$ cat src/rtl/serial_adder.sv
// Bit-serial adder: operands are captured in parallel, summed LSB-first through
// a full adder built from two half adders, and the result is presented in parallel.
module half_adder (
    input  logic a,
    input  logic b,
    output logic s,
    output logic c
);
    assign s = a ^ b;
    assign c = a & b;
endmodule

module serial_adder #(
    parameter int WIDTH = 8
) (
    input  logic             clk,
    input  logic             rst_n,
    input  logic             start,
    input  logic [WIDTH-1:0] a,
    input  logic [WIDTH-1:0] b,
    output logic             busy,
    output logic             done,
    output logic [WIDTH-1:0] sum,
    output logic             cout
);
    localparam int CW = (WIDTH > 1) ? $clog2(WIDTH) : 1;

    localparam logic [1:0] IDLE  = 2'd0;
    localparam logic [1:0] SHIFT = 2'd1;
    localparam logic [1:0] DONE  = 2'd2;

    logic [1:0]       state;
    logic [WIDTH-1:0] op_a;
    logic [WIDTH-1:0] op_b;
    logic             carry;
    logic [CW-1:0]    count;

    logic p;
    logic g;
    logic s_bit;
    logic t;
    logic c_bit;
    logic accept;

    half_adder u_ha0 (.a(op_a[0]), .b(op_b[0]), .s(p),     .c(g));
    half_adder u_ha1 (.a(p),       .b(carry),   .s(s_bit), .c(t));
    assign c_bit = g | t;

    assign busy   = (state == SHIFT);
    assign done   = (state == DONE);
    assign accept = start && ((state == IDLE) || (state == DONE));

    always_ff @(posedge clk) begin
        if (!rst_n) begin
            state <= IDLE;
            op_a  <= '0;
            op_b  <= '0;
            carry <= 1'b0;
            count <= '0;
            sum   <= '0;
            cout  <= 1'b0;
        end else begin
            case (state)
                SHIFT: begin
                    carry <= c_bit;
                    op_a  <= op_a >> 1;
                    op_b  <= op_b >> 1;
                    sum   <= {s_bit, sum[WIDTH-1:1]};
                    count <= count + 1'b1;
                    if (count == CW'(WIDTH - 1)) begin
                        state <= DONE;
                        cout  <= c_bit;
                    end
                end
                default: state <= IDLE;
            endcase
            // A new request from IDLE or DONE overrides the default return to IDLE.
            if (accept) begin
                state <= SHIFT;
                op_a  <= a;
                op_b  <= b;
                carry <= 1'b0;
                count <= '0;
                sum   <= '0;
                cout  <= 1'b0;
            end
        end
    end
endmodule

$ cat config.mk
export PLATFORM = sky130hd
export DESIGN_NAME = serial_adder
export DESIGN_NICKNAME = d
export VERILOG_FILES = /design/src/rtl/serial_adder.sv
export SDC_FILE = /design/constraint.sdc
export NUM_CORES = 1
export LEC_CHECK = 0
export BUFFER_PORTS_ARGS = -buffer_cell sky130_fd_sc_hd__clkbuf_2
export CAP_MARGIN = 20
export CORE_AREA = 2 2 58 60
export CTS_CLUSTER_DIAMETER = 120
export DETAILED_ROUTE_END_ITERATION = 10
export DIE_AREA = 0 0 60 62
export MAX_ROUTING_LAYER = met4
export PLACE_DENSITY = 0.67
export SLEW_MARGIN = 20
export SYNTH_ARGS = -nofsm -noshare
export SYNTH_HDL_FRONTEND = slang
export SYNTH_SLANG_ARGS = --single-unit
$ cat constraint.sdc
create_clock -name clk -period 1 [get_ports clk]
set_input_delay 0.2 -clock clk [delete_from_list [all_inputs] [get_ports clk]]
set_output_delay 0.2 -clock clk [all_outputs]
set_load 0.01 [all_outputs]
* Yosys cells after proc, flatten, opt, wreduce, memory -nomap -nowiden
Cells that the tools add are included.
** Word-level totals
- Output and inout port bits :: 11
- Bits in read-only memories :: 0
- Memories kept :: 0
- Bits in latches :: 0
- Input bits :: 19
- Logic and storage cells :: 34
- RAM bits :: 0
- Register bits :: 31
** Operators by class
- Muxes and demuxes :: 7
- Shift operators :: 0
- Reductions and logical operators :: 7
- Equality and inequality tests :: 4
- Divide/modulo/power cells :: 0
- Magnitude comparators :: 0
- $mul :: 0
- Add/subtract/negate cells :: 1
- Bitwise operators :: 7
** Operators with widths (number)
- 2-to-1 mux 8 bit :: 4
- adder 3 x 1 -> 3 bit (second input constant) :: 1
- == test 3 bit (second input constant) :: 1
- 2-to-1 mux 1 bit :: 3
- inequality test 3 x 1 -> 1 bit (second input constant) :: 1
- OR reduction 3 bit :: 1
- bitwise AND 1 bit :: 2
- == test 2 x 1 -> 1 bit (second input constant) :: 1
- == test 2 bit (second input constant) :: 1
- logical NOT 2 bit :: 1
- inverter 1 bit :: 2
- AND reduction 2 bit :: 1
- nonzero test 2 bit :: 1
- OR reduction 2 bit :: 1
- bitwise XOR 1 bit :: 2
- logical AND 1 bit :: 1
- logical OR 1 bit :: 1
- OR 1 bit :: 1

* Longest topological paths before layout
- Depth after elaboration :: 4
- Gate-level depth with buffers :: 6

* Modules after synthesis
Synthesis repeated with hierarchy kept, for this count alone.
** Second synthesis, totals
- Cell total of the unflattened synthesis :: 145
- Area total of the unflattened synthesis :: 1290.0 µm²
** Modules (own cells, without submodules)
- serial_adder :: cells an instance 143, instances 1, area an instance 1265.0 µm², sequential area each 620.6 µm²
- half_adder :: cells an instance 1, instances 2, area an instance 12.5 µm², sequential area each 0.0 µm²

* Worst setup path before layout
Ideal clock, no wire load.
- Kind :: reg-to-reg
- Start :: reg carry
- End :: reg sum[7]
- Period minus slack after synthesis :: 1.032 ns
- Path buffers :: 0
- Cell stages (with the launch flop) :: 4
- Slack :: -0.032 ns
- Arrival :: 0.962 ns
- Cells stage by stage :: dfxtp_1 -> fa_1 -> nand2_1 -> a21oi_1
** Between the ends
- Cells in the longest elaborated chain, start to end :: 1
** RTL lines
- from (decl) :: RTL line 35 : logic carry;
- from (signal assigned) :: RTL line 65 : carry <= c_bit;
- bitwise XOR 1 bit :: RTL line 9 : assign s = a ^ b;
- net s_bit :: RTL line 40 : logic s_bit;
- to (signal assigned) :: RTL line 68 : sum <= {s_bit, sum[WIDTH-1:1]};
- to (decl) :: RTL line 23 : output logic [WIDTH-1:0] sum,
The timed path passes the listed nets, and every way through them passes these cells.
A chain may end at the register's enable or synchronous reset.

* Worst setup path after layout
- Start :: reg state[1]
- End :: out busy
** Between the ends
- Cells in the longest elaborated chain, start to end :: 1
** RTL lines
- from (decl) :: RTL line 32 : logic [1:0] state;
- from (signal assigned) :: RTL line 55 : state <= IDLE;
- from (signal assigned) :: RTL line 71 : state <= DONE;
- from (signal assigned) :: RTL line 75 : default: state <= IDLE;
- == test 2 x 1 -> 1 bit :: RTL line 49 : assign busy = (state == SHIFT);
- to (decl) :: RTL line 21 : output logic busy,
Every way passes these cells.

==> metrics.yaml <==
layout-drive-gt1-share: 0.5528
drc_errors: 0
synth_area_um2: 1249
post-place-ws_ps: -107.2
failed_checks: "setup timing"
endpoint_kind: "output port"
fin_util: 0.6458
yosysTopAreaCellShare: 0.4970
wire_per_inst_um: 14.11
post_drt_via_cell_ratio: 5.041
yosysWarnings: 0
final_cell_mix: "32 x nand2_1, 18 x clkbuf_2, 17 x dfxtp_1, 16 x buf_4"
grt_max_degree: 17
insertion_delay_ps: 330
routed-wl-met3_um: 148
max-slew-margin-rel: 0.8737
htreeDepth: 2
dpl_cell_area_um2: 1485
drt-pass1-iter-count: 5
met2WireLength_um: 1879
worst_pin_slew_ps: 189.2
cts_hold_buffers: 0
grt_pass1_wl_um: 4788
synth_top_family_by_area: "simple AND/OR/NAND/NOR gates"
seq_area_frac_synth: 0.4970
syn_to_final_growth_pct: 64.43
io_pins: 30
postSynthAreaPerCell_um2: 8.553
layout_commonest_cell: "nand2_1"
worstPathMaxFanout: 2
crit_arrival_ps: 1060
clockRootBuffer: "clkbuf_4"
final_nets: 220
grt_pass1_vias: 1050
drtIter0Drc: 64
hpwl_um: 1959
chipHeight_um: 62
vias: 1235
critPathSlowestCell: "dfxtp_2"
start_util: 0.3928
min_period_over_period: 1.263
gr-total-overflow: 0
portBuffers: 29
met1_length_um: 1413
layout_min_cycle_time_ps: 1263
routed_wl_um: 3458
yosys.area_share.simple: 0.2164
worstPathRequired_ps: 800
clkTransAtPathRegs_ps: 100
grt_use_total: 0.1807
synth_cell_types: 24
slew_viol_final: 0
antenna_cells: 0
drv_cap: 0
die_area_um2: 3720
top_layer: "met4"
slowest_delay_ps: 340
cts_tree: "built"
cts_inserted_buffers: 5
synthMuxAreaShare: 0
timing.hold.ws_ps: 76.72
synth_compound_area_frac: 0.1754
cellLeakagePower_nw: 0.8198
synth_top_area_cell: "dfxtp_1"
rows: 21
fmax_mhz: 791.5
cts_buffer_depth: 2
synth_nets: 168
crit_chain: "nand2b_4 > inv_4 > buf_12 > buf_6"
ir_drop_uv: 896.7
synth_seq_cells: 31
antenna_found_initial: 0
status: "complete, but fails checks"
cts_sinks: 31
fin_skew_ps: 6.313
final_area_um2: 2053
rsz0062_at_grt: "true"
synth_xor_area_frac: 0.007014
gp_congestion: 0.7814
critPathLaunchType: "flip-flop"
yosys-top-cells-area: "dfxtp_1 50%, nand2_1 9.9%, o221ai_1 7.0%, a21oi_1 5.2%, nor3_1 4.0%"
critical_path_class: "flip-flop to output port"
setup_ws_ps: -263.3
synth_cells: 146
powerDensity_nw_per_um2: 1363
synthAdderAreaFrac: 0.03607
fp.dieW_um: 60
setup_viol: 33
hold_viol_final: 0
antenna_left: 0
core-area_um2: 3179
hold_path.class: "input pin to flip-flop"
[cell families after synthesis]
logic type | after synthesis
adders and majority gates | 3
DFF | 31
AOI/OAI and AO/OA | 34
and+or+nand+nor | 63
buffers and inverters | 14
xor gates and xnor gates | 1
[timing repair]
item                                    CTS  global route
gates resized for setup                  43            42
gates cloned                              3             1
pin swaps                                 7            10
endpoints found under the setup margin   41            42
buffers inserted                          7             6
[cell type report]
class	count	area (µm²)
sequential	31	640.6
tap	46	57.56
inverter	2	10.01
fill	257	1126
timing repair buffer	57	546.8
multi-input combinational	101	729.5
clock buffer	8	68.82
[synth_stat cells]
cell type,n
nor2_1,11
and2_1,1
nor3_1,10
nand3_1,3
a22oi_1,1
nand2b_2,1
nor2b_1,2
fa_1,1
buf_6,2
nand2b_1,1
o221ai_1,10
o21ai_0,5
dfxtp_1,31
ha_1,2
buf_4,2
inv_1,1
buf_2,8
nand2_1,33
xnor2_1,1
a21oi_1,13
inv_2,1
a31oi_1,3
and3_1,1
a21boi_0,2
[worst max-delay path, delay by kind of cell, from the launching register on]
| family | cells | cell delay, ps |
|---|---|---|
| buffers and inverters | 3 | 260 |
| flip-flops | 1 | 340 |
| AND/OR/NAND/NOR | 1 | 140 |
[where the power goes]
group	total [mW]	switching, mW	internal (mW)
clock network	0.828	0.415	0.413
registers	1.37	0.0665	1.31
logic	0.598	0.279	0.319
[path summary, 6_finish.rpt]
kind | from | endpoint | slack, ps | depth (start not counted)
min | b[7] | op_b[7] | 80 | 3
max reg2reg | state[1] | op_a[0] | -230 | 6
max | state[1] | busy | -260 | 4
min reg2reg | count[1] | count[1] | 470 | 2
[through the flow]
step / setup TNS [ps] / std cells / power, mW
after floorplan: -30.76 / 146 / 1.601
after global placement: -453.4 / 220 / 1.708
after detailed placement: -1245 / 220 / 1.724
after CTS: -3796 / 238 / 2.723
after global routing: -6333 / 245 / 2.908
final: -4945 / 245 / 2.798
[per-layer routing]
layer  global-route usage  vias to the layer above
li1                     -                      611
met1               0.2072                      592
met2               0.3137                       30
met3              0.03727                        2
met4              0.06349                        0
met5                    -                        -
[state kept, by name (all words and copies together) (netlist names)]
name,count
op_b,8
carry,1
cout,1
op_a,8
state,2
count,3
sum,8
Power figures use the tool's default switching activity.
